$ cat src/rtl/speed_display_driver_if.sv
// Load/status handshake between the speed-select logic and speed_display_driver.
// The master side drives value/load, and the slave side returns busy/overflow.
interface speed_display_driver_if #(
  parameter int VALUE_W = 7
) ();
  logic [VALUE_W-1:0] value;
  logic               load;
  logic               busy;
  logic               overflow;

  modport master (output value, output load, input busy, input overflow);
  modport slave  (input value, input load, output busy, output overflow);
endinterface

$ cat src/rtl/speed_display_driver.sv
// Binary-to-BCD (double-dabble) converter driving NUM_DIGITS multiplexed common-anode digits.
// Optional leading-zero blanking is enabled by defining SPEED_DISPLAY_LZB_EN.
module speed_display_driver #(
  parameter int NUM_DIGITS = 2,
  parameter int VALUE_W    = 7,
  parameter int SCAN_DIV   = 50000
) (
  input  logic                    clk,
  input  logic                    rst_n,
  speed_display_driver_if.slave   bus,
  output logic [6:0]              seg,
  output logic [NUM_DIGITS-1:0]   an
);
  localparam int          BCD_W   = 4 * NUM_DIGITS;
  localparam int          CNT_W   = $clog2(VALUE_W + 1);
  localparam int          IDX_W   = (NUM_DIGITS > 1) ? $clog2(NUM_DIGITS) : 1;
  localparam int          PRE_W   = $clog2(SCAN_DIV);
  localparam logic [31:0] MAX_VAL = 32'(10**NUM_DIGITS - 1);

  typedef enum logic [1:0] {IDLE, SHIFT, COMMIT} state_t;

  state_t                   state_reg;
  logic [VALUE_W-1:0]       shreg_reg;
  logic [BCD_W-1:0]         bcd_reg;
  logic [CNT_W-1:0]         cnt_reg;
  logic                     ovf_pending_reg;
  logic                     busy_reg;
  logic                     overflow_reg;
  logic [3:0]               disp_reg [NUM_DIGITS];
  logic [BCD_W-1:0]         bcd_adj;
  logic [BCD_W+VALUE_W-1:0] shift_next;
  logic [6:0]               dig_seg [NUM_DIGITS];

  function automatic logic [6:0] decode(input logic [3:0] d);
    case (d)
      4'd0: decode = 7'b1000000;
      4'd1: decode = 7'b1111001;
      4'd2: decode = 7'b0100100;
      4'd3: decode = 7'b0110000;
      4'd4: decode = 7'b0011001;
      4'd5: decode = 7'b0010010;
      4'd6: decode = 7'b0000010;
      4'd7: decode = 7'b1111000;
      4'd8: decode = 7'b0000000;
      4'd9: decode = 7'b0010000;
      default: decode = 7'b1111111;
    endcase
  endfunction

  genvar gi;
  generate
    for (gi = 0; gi < NUM_DIGITS; gi++) begin : g_adj
      assign bcd_adj[4*gi +: 4] = (bcd_reg[4*gi +: 4] >= 4'd5) ? bcd_reg[4*gi +: 4] + 4'd3
                                                                  : bcd_reg[4*gi +: 4];
    end
  endgenerate

  assign shift_next   = {bcd_adj, shreg_reg} << 1;
  assign bus.busy     = busy_reg;
  assign bus.overflow = overflow_reg;

  always_ff @(posedge clk or negedge rst_n) begin
    if (!rst_n) begin
      state_reg       <= IDLE;
      shreg_reg       <= '0;
      bcd_reg         <= '0;
      cnt_reg         <= '0;
      ovf_pending_reg <= 1'b0;
      busy_reg        <= 1'b0;
      overflow_reg    <= 1'b0;
      for (int i = 0; i < NUM_DIGITS; i++) disp_reg[i] <= 4'hF;
    end else begin
      case (state_reg)
        IDLE: if (bus.load) begin
          shreg_reg       <= bus.value;
          bcd_reg         <= '0;
          cnt_reg         <= CNT_W'(VALUE_W);
          ovf_pending_reg <= {{(32-VALUE_W){1'b0}}, bus.value} > MAX_VAL;
          busy_reg        <= 1'b1;
          state_reg       <= SHIFT;
        end
        SHIFT: begin
          {bcd_reg, shreg_reg} <= shift_next;
          cnt_reg              <= cnt_reg - CNT_W'(1);
          if (cnt_reg == CNT_W'(1)) state_reg <= COMMIT;
        end
        COMMIT: begin
          for (int i = 0; i < NUM_DIGITS; i++) disp_reg[i] <= bcd_reg[4*i +: 4];
          overflow_reg <= ovf_pending_reg;
          busy_reg     <= 1'b0;
          state_reg    <= IDLE;
        end
        default: state_reg <= IDLE;
      endcase
    end
  end

`ifdef SPEED_DISPLAY_LZB_EN
  // zero_above[i]: digit i and every digit above it are zero.
  logic [NUM_DIGITS:0] zero_above;
  assign zero_above[NUM_DIGITS] = 1'b1;
  generate
    for (gi = 0; gi < NUM_DIGITS; gi++) begin : g_seg
      assign zero_above[gi] = zero_above[gi+1] && (disp_reg[gi] == 4'd0);
      assign dig_seg[gi] = overflow_reg                ? 7'b0111111 :
                           ((gi != 0) && zero_above[gi]) ? 7'b1111111 :
                                                         decode(disp_reg[gi]);
    end
  endgenerate
`else
  generate
    for (gi = 0; gi < NUM_DIGITS; gi++) begin : g_seg
      assign dig_seg[gi] = overflow_reg ? 7'b0111111 : decode(disp_reg[gi]);
    end
  endgenerate
`endif

  logic [PRE_W-1:0] presc_reg;
  logic [IDX_W-1:0] idx_reg;
  logic [IDX_W-1:0] idx_next;
  logic             wrap;

  assign wrap     = (presc_reg == PRE_W'(SCAN_DIV - 1));
  assign idx_next = (idx_reg == IDX_W'(NUM_DIGITS - 1)) ? '0 : idx_reg + IDX_W'(1);

  // seg/an only change on a wrap, so a commit appears at the next scan slot.
  always_ff @(posedge clk or negedge rst_n) begin
    if (!rst_n) begin
      presc_reg <= '0;
      idx_reg   <= '0;
      seg       <= 7'b1111111;
      an        <= '1;
    end else begin
      presc_reg <= wrap ? '0 : presc_reg + PRE_W'(1);
      if (wrap) begin
        idx_reg <= idx_next;
        an      <= ~(NUM_DIGITS'(1) << idx_next);
        seg     <= dig_seg[idx_next];
      end
    end
  end
endmodule

$ cat src/flat_wrapper.sv
// flat-port wrapper written by rule: the top's interface ports become plain ports
module speed_display_driver_flat 
#(
  parameter int NUM_DIGITS = 2,
  parameter int VALUE_W    = 7,
  parameter int SCAN_DIV   = 50000
)
  (clk, rst_n, seg, an, bus_value, bus_load, bus_busy, bus_overflow);
  speed_display_driver_if #(.VALUE_W(VALUE_W)) bus_i ();
  input  logic clk;
  input  logic rst_n;
  output logic [6:0] seg;
  output logic [NUM_DIGITS-1:0] an;
  input wire logic [$bits(bus_i.value)-1:0] bus_value;
  input wire logic [$bits(bus_i.load)-1:0] bus_load;
  output wire logic [$bits(bus_i.busy)-1:0] bus_busy;
  output wire logic [$bits(bus_i.overflow)-1:0] bus_overflow;
  assign bus_i.value = bus_value;
  assign bus_i.load = bus_load;
  assign bus_busy = bus_i.busy;
  assign bus_overflow = bus_i.overflow;
  speed_display_driver #(.NUM_DIGITS(NUM_DIGITS), .VALUE_W(VALUE_W), .SCAN_DIV(SCAN_DIV)) u_core (.clk(clk), .rst_n(rst_n), .bus(bus_i), .seg(seg), .an(an));
endmodule
$ cat config.mk
export PLATFORM = sky130hd
export DESIGN_NAME = speed_display_driver_flat
export DESIGN_NICKNAME = d
export VERILOG_FILES = /design/src/rtl/speed_display_driver_if.sv /design/src/rtl/speed_display_driver.sv /design/src/flat_wrapper.sv
export SDC_FILE = /design/constraint.sdc
export NUM_CORES = 1
export LEC_CHECK = 0
export BUFFER_PORTS_ARGS = -buffer_cell sky130_fd_sc_hd__buf_2
export CAP_MARGIN = 20
export CORE_UTILIZATION = 55
export CTS_BUF_LIST = sky130_fd_sc_hd__clkbuf_2
export DETAILED_ROUTE_END_ITERATION = 7
export PLACE_DENSITY = 0.8
export SYNTH_ARGS = -nofsm -noshare
export SYNTH_HDL_FRONTEND = slang
export SYNTH_SLANG_ARGS = --single-unit
$ cat constraint.sdc
create_clock -name clk -period 2.3 [get_ports clk]
set_clock_uncertainty 0.2 [all_clocks]
set_input_delay 0.46 -clock clk [delete_from_list [all_inputs] [get_ports clk]]
set_output_delay 0.46 -clock clk [all_outputs]
set_load 0.005 [all_outputs]
* Word-level counts from Yosys, hierarchy flattened
Memories as Yosys holds them, arrays and structs flattened.
Cells that the tools add are included.
Widths: inputs -> output; s select.
** Operators by class
- Reduce and logical (&&, ||, !) cells :: 7
- Muxes and demuxes :: 20
- Order comparisons :: 4
- Shift operators :: 1
- Add/sub/neg operators :: 5
- Equal/unequal tests :: 6
- Bitwise logic cells :: 2
** Operators by type and width (number)
- $mux 7 :: 6
- $add 16x1->16 const B :: 1
- $eq 16x16->1 const B :: 1
- $mux 16 :: 1
- $pmux 8 s2 :: 1
- $pmux 7 s2 :: 1
- $ge 4x3->1 const B :: 2
- $mux 8 :: 1
- $reduce_and 2->1 :: 4
- $gt 7x7->1 const B :: 1
- $mux 3 :: 2
- $pmux 3 s2 :: 1
- $add 4x2->4 const B :: 1
- $mux 2 :: 2
- $mux 4 :: 1
- $pmux 2 s2 :: 1
- $reduce_bool 2->1 :: 2
- $add 3x2->3 const B :: 1
- $eq 3x1->1 const B :: 1
- $sub 3x1->3 const B :: 1
- $eq 2x1->1 const B :: 1
- $eq 2x2->1 const B :: 1
- $ge 2x2->1 const B :: 1
- $logic_not 2->1 :: 1
- other kinds (8) :: 9
** Word-level totals
- ROM bits :: 224
- Register bits after elaboration :: 57
- Memories :: 2
** Memory list
- (name not given) :: words 16, width 7, read ports 1, clocked after Yosys merged registers in 0, write ports 0, line speed_display_driver.sv:35 : case (d)
- (name not given) :: words 16, width 7, read ports 1, clocked after Yosys merged registers in 0, write ports 0, line speed_display_driver.sv:35

* Longest topological paths before layout
Gate-level depths: netlist (run 1).
- Depth in word-level cells :: 6
- Depth in mapped cells :: 6
- Gate-level depth less buffers :: 6

* Worst setup path before layout (run 1)
OpenSTA, ideal clock, no wires.
- Path type :: reg-to-reg
- From :: reg u_core.presc_reg[4]
- To :: reg u_core.an[1]
- Period minus slack after synthesis :: 1.992 ns
- Cell stages (with the launch flop) :: 4
- Setup time :: 0.082 ns
- Required time :: 2.018 ns
- Slack :: 0.308 ns
- Arrival :: 1.710 ns
- Cells stage by stage :: dfrtp_1 or4b_4 nor4_4 mux2_2
** On the way
- Longest elaborated chain between the ends :: 1
** RTL lines
- from (decl) :: line speed_display_driver.sv:118 : logic [PRE_W-1:0] presc_reg;
- from (signal assigned) :: line speed_display_driver.sv:134 : presc_reg <= wrap ? '0 : presc_reg + PRE_W'(1);
- $eq 16x16->1 :: line speed_display_driver.sv:123 : assign wrap = (presc_reg == PRE_W'(SCAN_DIV - 1));
- to (signal assigned) :: line speed_display_driver.sv:137 : an <= ~(NUM_DIGITS'(1) << idx_next);
- to (decl) :: line speed_display_driver.sv:12 : output logic [NUM_DIGITS-1:0] an
No other way between the ends.
A chain may end at the register's enable or synchronous reset.

* Worst setup path after layout (run 1)
Ends and elaborated chain as after synthesis.

==> results.md, run 1 <==
- Hpwl dp: 3930 µm
- Synth area leaders: dfrtp_1, dfstp_2, ha_1, nand2_1, nor2_1
- Via count: 2253
- Placed insts: 392
- Final critical-path required period: 2140 ps
- Peak Freq: 468 MHz
- Register area share after synthesis: 0.477
- Met2 wire length: 2660 µm
- Crit path max fanout: 17
- DR top layer: met4
- Nets@finish: 365
- DR pass1 iterations: 4
- Via density: 5.46
- Static leakage: 0.00155 µW
- Worst-Skew Late Latency: 470 ps
- Cell taking the most area after synthesis: dfrtp_1
- Post-CTS Setup Bufs: 0
- Clock buffer depth: 2
- Commonest cells in the synthesized netlist: dfrtp_1, nand2_1, nor2_1
- Total of max-cap violations: 0
- Largest delay share family, worst path: simple AND/OR/NAND/NOR gates
- Cells on worst reg2reg path: 4
- Clock transition at the registers of the reported paths: 160 ps
- RR Endpoint: u_core.an[1]
- DRT iter0 DRCs: 85
- EDFF count, synth: 0
- Reg2reg start: u_core.presc_reg[4]
- Post-CTS sizing: 0
- Dpl cell area: 3230 µm²
- Crit-path cells: or4b_4 -> nor4_4 -> buf_12 -> mux2_2
- Post-synth top area share: 0.330
- Vias in the first global route: 2279
- Chip width: 76.3 µm
- Synth Register Bits: 57
- DR WL met3: 215 µm
- Status: finished clean
- Setup TNS Final: 0 ps
- I/O pin total: 21
- Critical path depth: 4
- WP data required: 2500 ps
- First-pass GRT wire length: 9750 µm
- DRT antenna net count: 0
- Row cnt: 26
- Layout cell share with drive strength beyond 1: 0.216
- Hold Crit Class: input pin to flip-flop
- Fin crit share: 0.928
- Hold Violations, Final: 0
- RePlAce Congestion: 0.792
- Yosys cell types: 43
- Slew HR: 0.558
- Crit end category: flip-flop
- Crit path from: u_core.presc_reg[4]
- Worst path max stage delay: 560 ps
- CTS HTree Levels: 3
- Crit Path Category: flip-flop to flip-flop
- Worst-Margin Slew: 662 ps
- WP data arrival: 2330 ps
- Mapped Area: 3030 µm²
- Total CTS buffers: 9
- CP bufs+invs: 1
- Slowest cell on crit path: or4b_4
- I/O Buffers: 20
- Top-count cell post-synth: dfrtp_1
- Initial Util: 0.583
- Hold slack: 36.7 ps
- Die Y: 76.3 µm
- Pin count of the biggest net entering global routing: 37
- Remaining DRCs: 0
- CTS Root Cell: clkbuf_2
- Post-route met1 wirelength: 2550 µm
- Routed WL: 5520 µm
- Cts hold-fix bufs: 5
- Power Dens Cells: 1070 nW/µm²
- CTS tree: done
- Main synth FF type: dfrtp_1
- GRT Total Usage: 0.213
- Fin. max-slew vios: 0
- Post-Synthesis Cells: 310
- CORE AREA: 5200 µm²
- Worst vdd ir: 0.920 mV
- CP endpoint: u_core.an[1]
- Synthesized Nets: 337
- Mean Syn Cell Area: 9.79 µm²
- Async S/R FF share, synth: 1.00
- Layout area overhead: 12.7%
- Yosys warns: 0
- R2R Setup Slk: 160 ps
- Startpoint Class: flip-flop
- Fin cells: 413
- # clock sinks: 57
- Die ar.: 5820 µm²
- Post-route cell area: 3420 µm²
- RSZ-0062 raised after global routing: false
- Final setup vio count: 0
- Routed WL per cell: 13.4 µm
- Max FFs per register: 16
- FILL cells: 417
- Initial antenna violation count: 0
- Antenna diodes: 0
- GR Overflow Total: 0
## power by group
group	internal (µW)	leakage (µW)	switching, µW	total [µW]
Clock	361	0.0000857	358	720
Combinational	610	0.000789	720	1330
Sequential	1300	0.000676	296	1600
Total	2280	0.00155	1370	3650
## routing by layer
layer / up-vias / track usage
li1: 1132 / -
met1: 1071 / 0.249
met2: 38 / 0.357
met3: 12 / 0.0647
met4: 0 / 0.106
met5: - / 0
## layout by cell type (no fill, tap or decap), types with 2 or more instances in the layout
cell type      synthesis  layout
bufinv_16              0       2
buf_4                  0       5
xnor2_1                9       9
nand3_1               15      15
clkbuf_2               0      10
or3b_2                 2       2
o211ai_1               3       3
ha_1                  17      17
o31ai_1                7       7
nor3b_1                2       2
and3_1                 2       2
a31oi_1               13      13
nor2b_1                5       5
buf_2                  1      20
inv_1                 17      17
buf_12                 0       2
o311ai_0               2       2
a32o_1                 2       2
nand4_1                3       3
nor3_1                 3       3
dfstp_2               17      17
mux2_2                 8       8
nand2_1               33      33
o21ai_0               17      17
clkinv_2               0       3
nor2_1                25      25
xor2_1                 9       9
dlygate4sd3_1          0       5
nand2b_1              12      12
a21oi_1               14      14
dfrtp_1               40      40
mux2i_1                4       4
## kinds of logic (layout without fill, tap and decap cells)
logic type	Yosys count	after routing	share of synthesized area
xor+xnor	18	18	0.0520
buf+inv	32	65	0.0425
mux	12	12	0.0429
fa+ha+maj	17	17	0.0701
simple gates	112	112	0.188
compound gates	62	62	0.127
flops	57	57	0.477
## tightest hold or removal path, delay by kind of cell
| kind | cells | cell delay, ps |
|---|---|---|
| AND/OR/NAND/NOR | 1 | 50 |
| buffers and inverters | 1 | 100 |
| AO/OA/AOI/OAI | 1 | 70 |
## through the flow
step           total power (µW)  utilization  setup slack (ps)
2_1_floorplan              2600            -               308
3_3_place_gp               2870        0.621               206
3_5_place_dp               2940        0.621               183
4_1_cts                    3680        0.657               166
5_1_grt                    3960        0.657              81.3
6_report                   3650        0.657               165
## cell type report
type                       instances  area [µm²]  share of cell area
clock buffer                      10        50.0              0.0146
clock inverter                     6        83.8              0.0245
inverter                          17        63.8              0.0187
multi-input combinational        221        1460               0.426
sequential                        57        1450               0.423
tap                               70        87.6              0.0256
timing repair buffer              32         228              0.0666
## worst min path at each step
stage / startpoint / to / slack (ps) / cells past startpoint
after floorplan: rst_n / u_core.bcd_reg[0] / -40 / 0
after global placement: rst_n / u_core.idx_reg / 260 / 1
after detailed placement: rst_n / u_core.idx_reg / 260 / 1
after CTS: bus_value[4] / u_core.shreg_reg[4] / 1 / 3
after global routing: bus_value[2] / u_core.shreg_reg[2] / 1 / 3
final: bus_value[4] / u_core.shreg_reg[4] / 40 / 3
Power figures use the tool's default switching activity.
==> inputs of run 2 (changes only) <==
BUFFER_PORTS_ARGS = -buffer_cell sky130_fd_sc_hd__clkbuf_2   (was -buffer_cell sky130_fd_sc_hd__buf_2)
CORE_UTILIZATION = 62   (was 55)
PLACE_DENSITY = 0.88   (was 0.8)
==> run 2 against run 1 <==
- via count grew 2.4%
- sequential cell count is the same
- non-clock buffer count grew 2
- worst setup slack lost 12 ps
- first-iteration DRC count grew 130%
- worst hold slack lost 1.2 ps
- sequential share of layout area grew 0.36 points
- critical path depth is the same
- final area shrank 0.84%
- wire length grew 7.9%
- critical endpoint unchanged
- highest routed layer unchanged
==> results.md, run 2 (same netlist as run 1, synthesis figures left out) <==
- Status: finished clean
- Worst path max stage delay: 570 ps
- CTS tree: done
- Final setup vio count: 0
- Crit end category: flip-flop
- Largest delay share family, worst path: simple AND/OR/NAND/NOR gates
- GR Overflow Total: 0
- Fin crit share: 0.933
- Vias in the first global route: 2267
- Die Y: 72.0 µm
- Post-CTS Setup Bufs: 0
- Routed WL: 5950 µm
- Worst vdd ir: 0.835 mV
- Peak Freq: 466 MHz
- Hold Crit Class: input pin to flip-flop
- Initial Util: 0.642
- Hold slack: 35.5 ps
- Hold Violations, Final: 0
- Total of max-cap violations: 0
- FILL cells: 352
- Final critical-path required period: 2150 ps
- Chip width: 72.0 µm
- First-pass GRT wire length: 10000 µm
- Area of the multi-input gates: 1460 µm²
- DRT antenna net count: 0
- Hpwl dp: 4120 µm
- Setup TNS Final: 0 ps
- I/O pin total: 21
- Fin cells: 412
- Fin. max-slew vios: 0
- WP data arrival: 2370 ps
- Via density: 5.60
- Max FFs per register: 16
- RePlAce Congestion: 0.896
- Row cnt: 25
- Placed insts: 389
- Slowest cell on crit path: or4b_4
- Clock buffer depth: 2
- Via count: 2308
- Total CTS buffers: 9
- Clock transition at the registers of the reported paths: 180 ps
- CTS HTree Levels: 3
- Most frequent cells in the layout: dfrtp_1, nand2_1, clkbuf_2
- Remaining DRCs: 0
- DRT iter0 DRCs: 192
- Crit Path Category: flip-flop to flip-flop
- Crit-path cells: or4b_4 -> nor4_4 -> buf_12 -> mux2_2
- Power Dens Cells: 1060 nW/µm²
- Routed WL per cell: 14.5 µm
- RSZ-0062 raised after global routing: false
- GRT Total Usage: 0.257
- Register area: 1450 µm²
- CP bufs+invs: 1
- Startpoint Class: flip-flop
- Slew HR: 0.609
- Static leakage: 0.00153 µW
- Initial antenna violation count: 0
- Die ar.: 5180 µm²
- CORE AREA: 4720 µm²
- I/O Buffers: 20
- Nets@finish: 367
- CTS Root Cell: clkbuf_2
- WP data required: 2520 ps
- Worst-Margin Slew: 585 ps
- DR pass1 iterations: 7
- Crit path max fanout: 25
- Pin count of the biggest net entering global routing: 26
- Layout cell share with drive strength beyond 1: 0.206
- # clock sinks: 57
- Most common cell after layout, fill and taps aside: dfrtp_1
- Worst-Skew Late Latency: 480 ps
- Antenna diodes: 0
- Layout area overhead: 11.7%
==> run 2: changes by cell type in the layout (fill, tap and decap cells not counted), moves of 2 or more <==
cell           previous run  this run
clkinv_1                  0         3
buf_2                    20         0
clkinv_2                  3         1
dlygate4sd3_1             5         7
clkbuf_2                 10        31
==> run 2: per-stage QoR <==
stage / cell area, µm² / util / setup slack (ps) / total power [µW]
after floorplan: 3030 / - / 308 / 2600
after global placement: 3220 / 0.681 / 214 / 2850
after detailed placement: 3220 / 0.681 / 181 / 2970
after CTS: 3380 / 0.715 / 161 / 3600
after global routing: 3390 / 0.718 / 86.3 / 3860
final: 3390 / 0.718 / 153 / 3580
==> run 2: final timing paths <==
path                                       end  cells past startpoint                 from  slack, ps
max                               u_core.an[1]                      4  u_core.presc_reg[4]        150
min                        u_core.shreg_reg[6]                      3         bus_value[6]         40
max reg2reg                       u_core.an[1]                      4  u_core.presc_reg[4]        150
min reg2reg                       u_core.an[0]                      2         u_core.an[0]        280
max in group asynchronous   u_core.disp_reg[5]                      3                rst_n        860
min in group asynchronous  u_core.presc_reg[1]                      2                rst_n        290
==> run 2: report_power, final <==
group          switching [µW]  internal [µW]
Combinational             740            618
Clock                     367            249
Sequential                301           1300
==> run 2: timing repair <==
item,4_1_cts,5_1_grt
resized for setup,0,0
hold buffers,6,1
hold endpoints to repair,18,1
==> run 2: area by class of cell <==
type / instances / area share
Sequential cell: 57 / 0.427
Multi-Input combinational cell: 221 / 0.430
Timing Repair Buffer: 34 / 0.0694
Tap cell: 67 / 0.0247
Clock buffer: 11 / 0.0162
Inverter: 17 / 0.0188
Clock inverter: 5 / 0.0137
==> run 2: worst register-to-register path, stage by stage (launching register included) <==
cell and delay [ps]:
dfrtp_1 470, or4b_4 570, nor4_4 310, buf_12 200
mux2_2 340
==> run 2: routing by layer <==
metal / wire, µm / GRT usage
met1: 2570 / 0.306
met5: 0 / 0
met4: 112 / 0.111
met2: 3050 / 0.437
met3: 229 / 0.0736
==> inputs of run 3 (changes only) <==
CORE_ASPECT_RATIO = 1.5   (was not set)
==> run 3 against run 2 <==
- non-clock buffer count is the same
- cell count shrank 0.73%
- wire length shrank 5.1%
- first-iteration DRC count shrank 41%
- critical endpoint unchanged
- register-to-register slack is essentially flat
- sequential power is essentially flat
- utilization grew 1.4 points
- largest cell class unchanged
- sequential cell count is the same
- sequential share of layout area grew 0.13 points
- clock power shrank 18%
- combinational power is essentially flat
- clock-buffer cell count shrank 2
==> results.md, run 3 (same netlist as run 1, synthesis figures left out) <==
- CTS tree: done
- Clock buffer depth: 2
- Hpwl dp: 3860 µm
- Via count: 2283
- Vias in the first global route: 2210
- Total CTS buffers: 9
- Startpoint Class: flip-flop
- Layout cell share with drive strength beyond 1: 0.206
- Worst-Margin Slew: 570 ps
- Worst-Skew Late Latency: 480 ps
- DRT antenna net count: 0
- Nets@finish: 367
- Remaining DRCs: 0
- First-pass GRT wire length: 9450 µm
- Initial antenna violation count: 0
- CORE AREA: 4620 µm²
- I/O Buffers: 20
- Pin count of the biggest net entering global routing: 58
- RePlAce Congestion: 0.828
- Setup TNS Final: 0 ps
- Hold Crit Class: input pin to flip-flop
- Die ar.: 5180 µm²
- Crit Path Category: flip-flop to flip-flop
- Fin crit share: 0.937
- CTS Root Cell: clkbuf_2
- # clock sinks: 57
- Post-CTS sizing: 0
- Layout area overhead: 11.4%
- Max FFs per register: 16
- Final critical-path required period: 2160 ps
- GR Overflow Total: 0
- Clock transition at the registers of the reported paths: 170 ps
- GRT Total Usage: 0.248
- Worst vdd ir: 0.854 mV
- Hold slack: 17.7 ps
- Total of max-cap violations: 0
- Crit path from: u_core.presc_reg[4]
- CTS HTree Levels: 3
- Chip width: 59.1 µm
- Hold path depth: 3
- DR pass1 iterations: 4
- Via density: 5.58
- Hold Violations, Final: 0
- WP data required: 2510 ps
- RR Endpoint: u_core.an[1]
- Status: finished clean
- I/O pin total: 21
- Die Y: 87.7 µm
- Cells on worst reg2reg path: 4
- Static leakage: 0.00152 µW
- Hold_sp: bus_value[2]
- R2R Setup Slk: 140 ps
- WP data arrival: 2370 ps
- Most common cell after layout, fill and taps aside: dfrtp_1
- Reg2reg start: u_core.presc_reg[4]
- DRT iter0 DRCs: 113
- Slew HR: 0.619
- Final setup vio count: 0
- RSZ-0062 raised after global routing: false
- Most frequent cells in the layout: dfrtp_1, nand2_1, clkbuf_2
- Routed WL per cell: 13.8 µm
- Peak Freq: 464 MHz
- Antenna diodes: 0
- Row cnt: 30
- Routed WL: 5650 µm
- Hold worst-path end: u_core.shreg_reg[2]
- Crit end category: flip-flop
- Fin. max-slew vios: 0
- Crit path max fanout: 20
- Pwr Total: 3460 µW
- Power Dens Cells: 1020 nW/µm²
- Initial Util: 0.657
-- run 3: cell types whose count changed in the layout (fill, tap and decap cells not counted) --
cell | before | now
clkinvlp_4 | 0 | 1
buf_4 | 6 | 5
clkinv_4 | 0 | 1
bufinv_16 | 1 | 0
buf_12 | 1 | 2
clkbuf_2 | 31 | 29
clkinv_2 | 1 | 2
-- run 3: worst max path at each step --
stage	cells after the start	slack [ps]	to
2_1_floorplan	3	310	u_core.an[1]
3_3_place_gp	4	210	u_core.an[1]
3_5_place_dp	4	180	u_core.an[1]
4_1_cts	4	150	u_core.an[1]
5_1_grt	5	100	u_core.seg[6]
6_report	4	140	u_core.an[1]
-- run 3: worst max-delay path: stages (launching register included) --
cell and delay (ps):
dfrtp_1 460, or4b_4 570, nor4_4 340, buf_12 190
mux2_2 330
-- run 3: report_power, final --
group	internal (µW)	leakage (µW)	switching (µW)	total, µW
combinational	620	0.000792	735	1350
clock	129	0.0000542	377	506
sequential	1300	0.000676	296	1600
total	2050	0.00152	1410	3460
-- run 3: metrics by stage --
| stage | cells | area [µm²] | worst slack [ps] | util |
|---|---|---|---|---|
| global placement | 386 | 3230 | 207 | 0.699 |
| floorplan | 310 | 3030 | 308 | - |
| finish | 409 | 3380 | 144 | 0.732 |
| global route | 409 | 3380 | 95.9 | 0.732 |
| CTS | 409 | 3380 | 154 | 0.732 |
| detailed placement | 386 | 3230 | 179 | 0.699 |
-- run 3: area by class of cell --
cell class	instances	area, µm²
inverters	17	63.8
clock inverters	7	37.5
well taps	64	80.1
clock buffers	9	45.0
fillers	343	1240
flip-flops and latches	57	1450
multi-input cells	221	1460
repair buffers	34	248
-- run 3: routing by layer --
metal	share of wire	routed length, µm	vias up	global-route usage
met4	0.018	104	0	0.126
met5	0	0	-	0
met1	0.43	2450	1101	0.289
met3	0.033	184	11	0.0606
li1	-	-	1131	-
met2	0.52	2910	40	0.418
-- run 3: repair_timing --
action,CTS,global route
buffers inserted,0,0
hold endpoints to repair,46,0
hold buffers,7,0
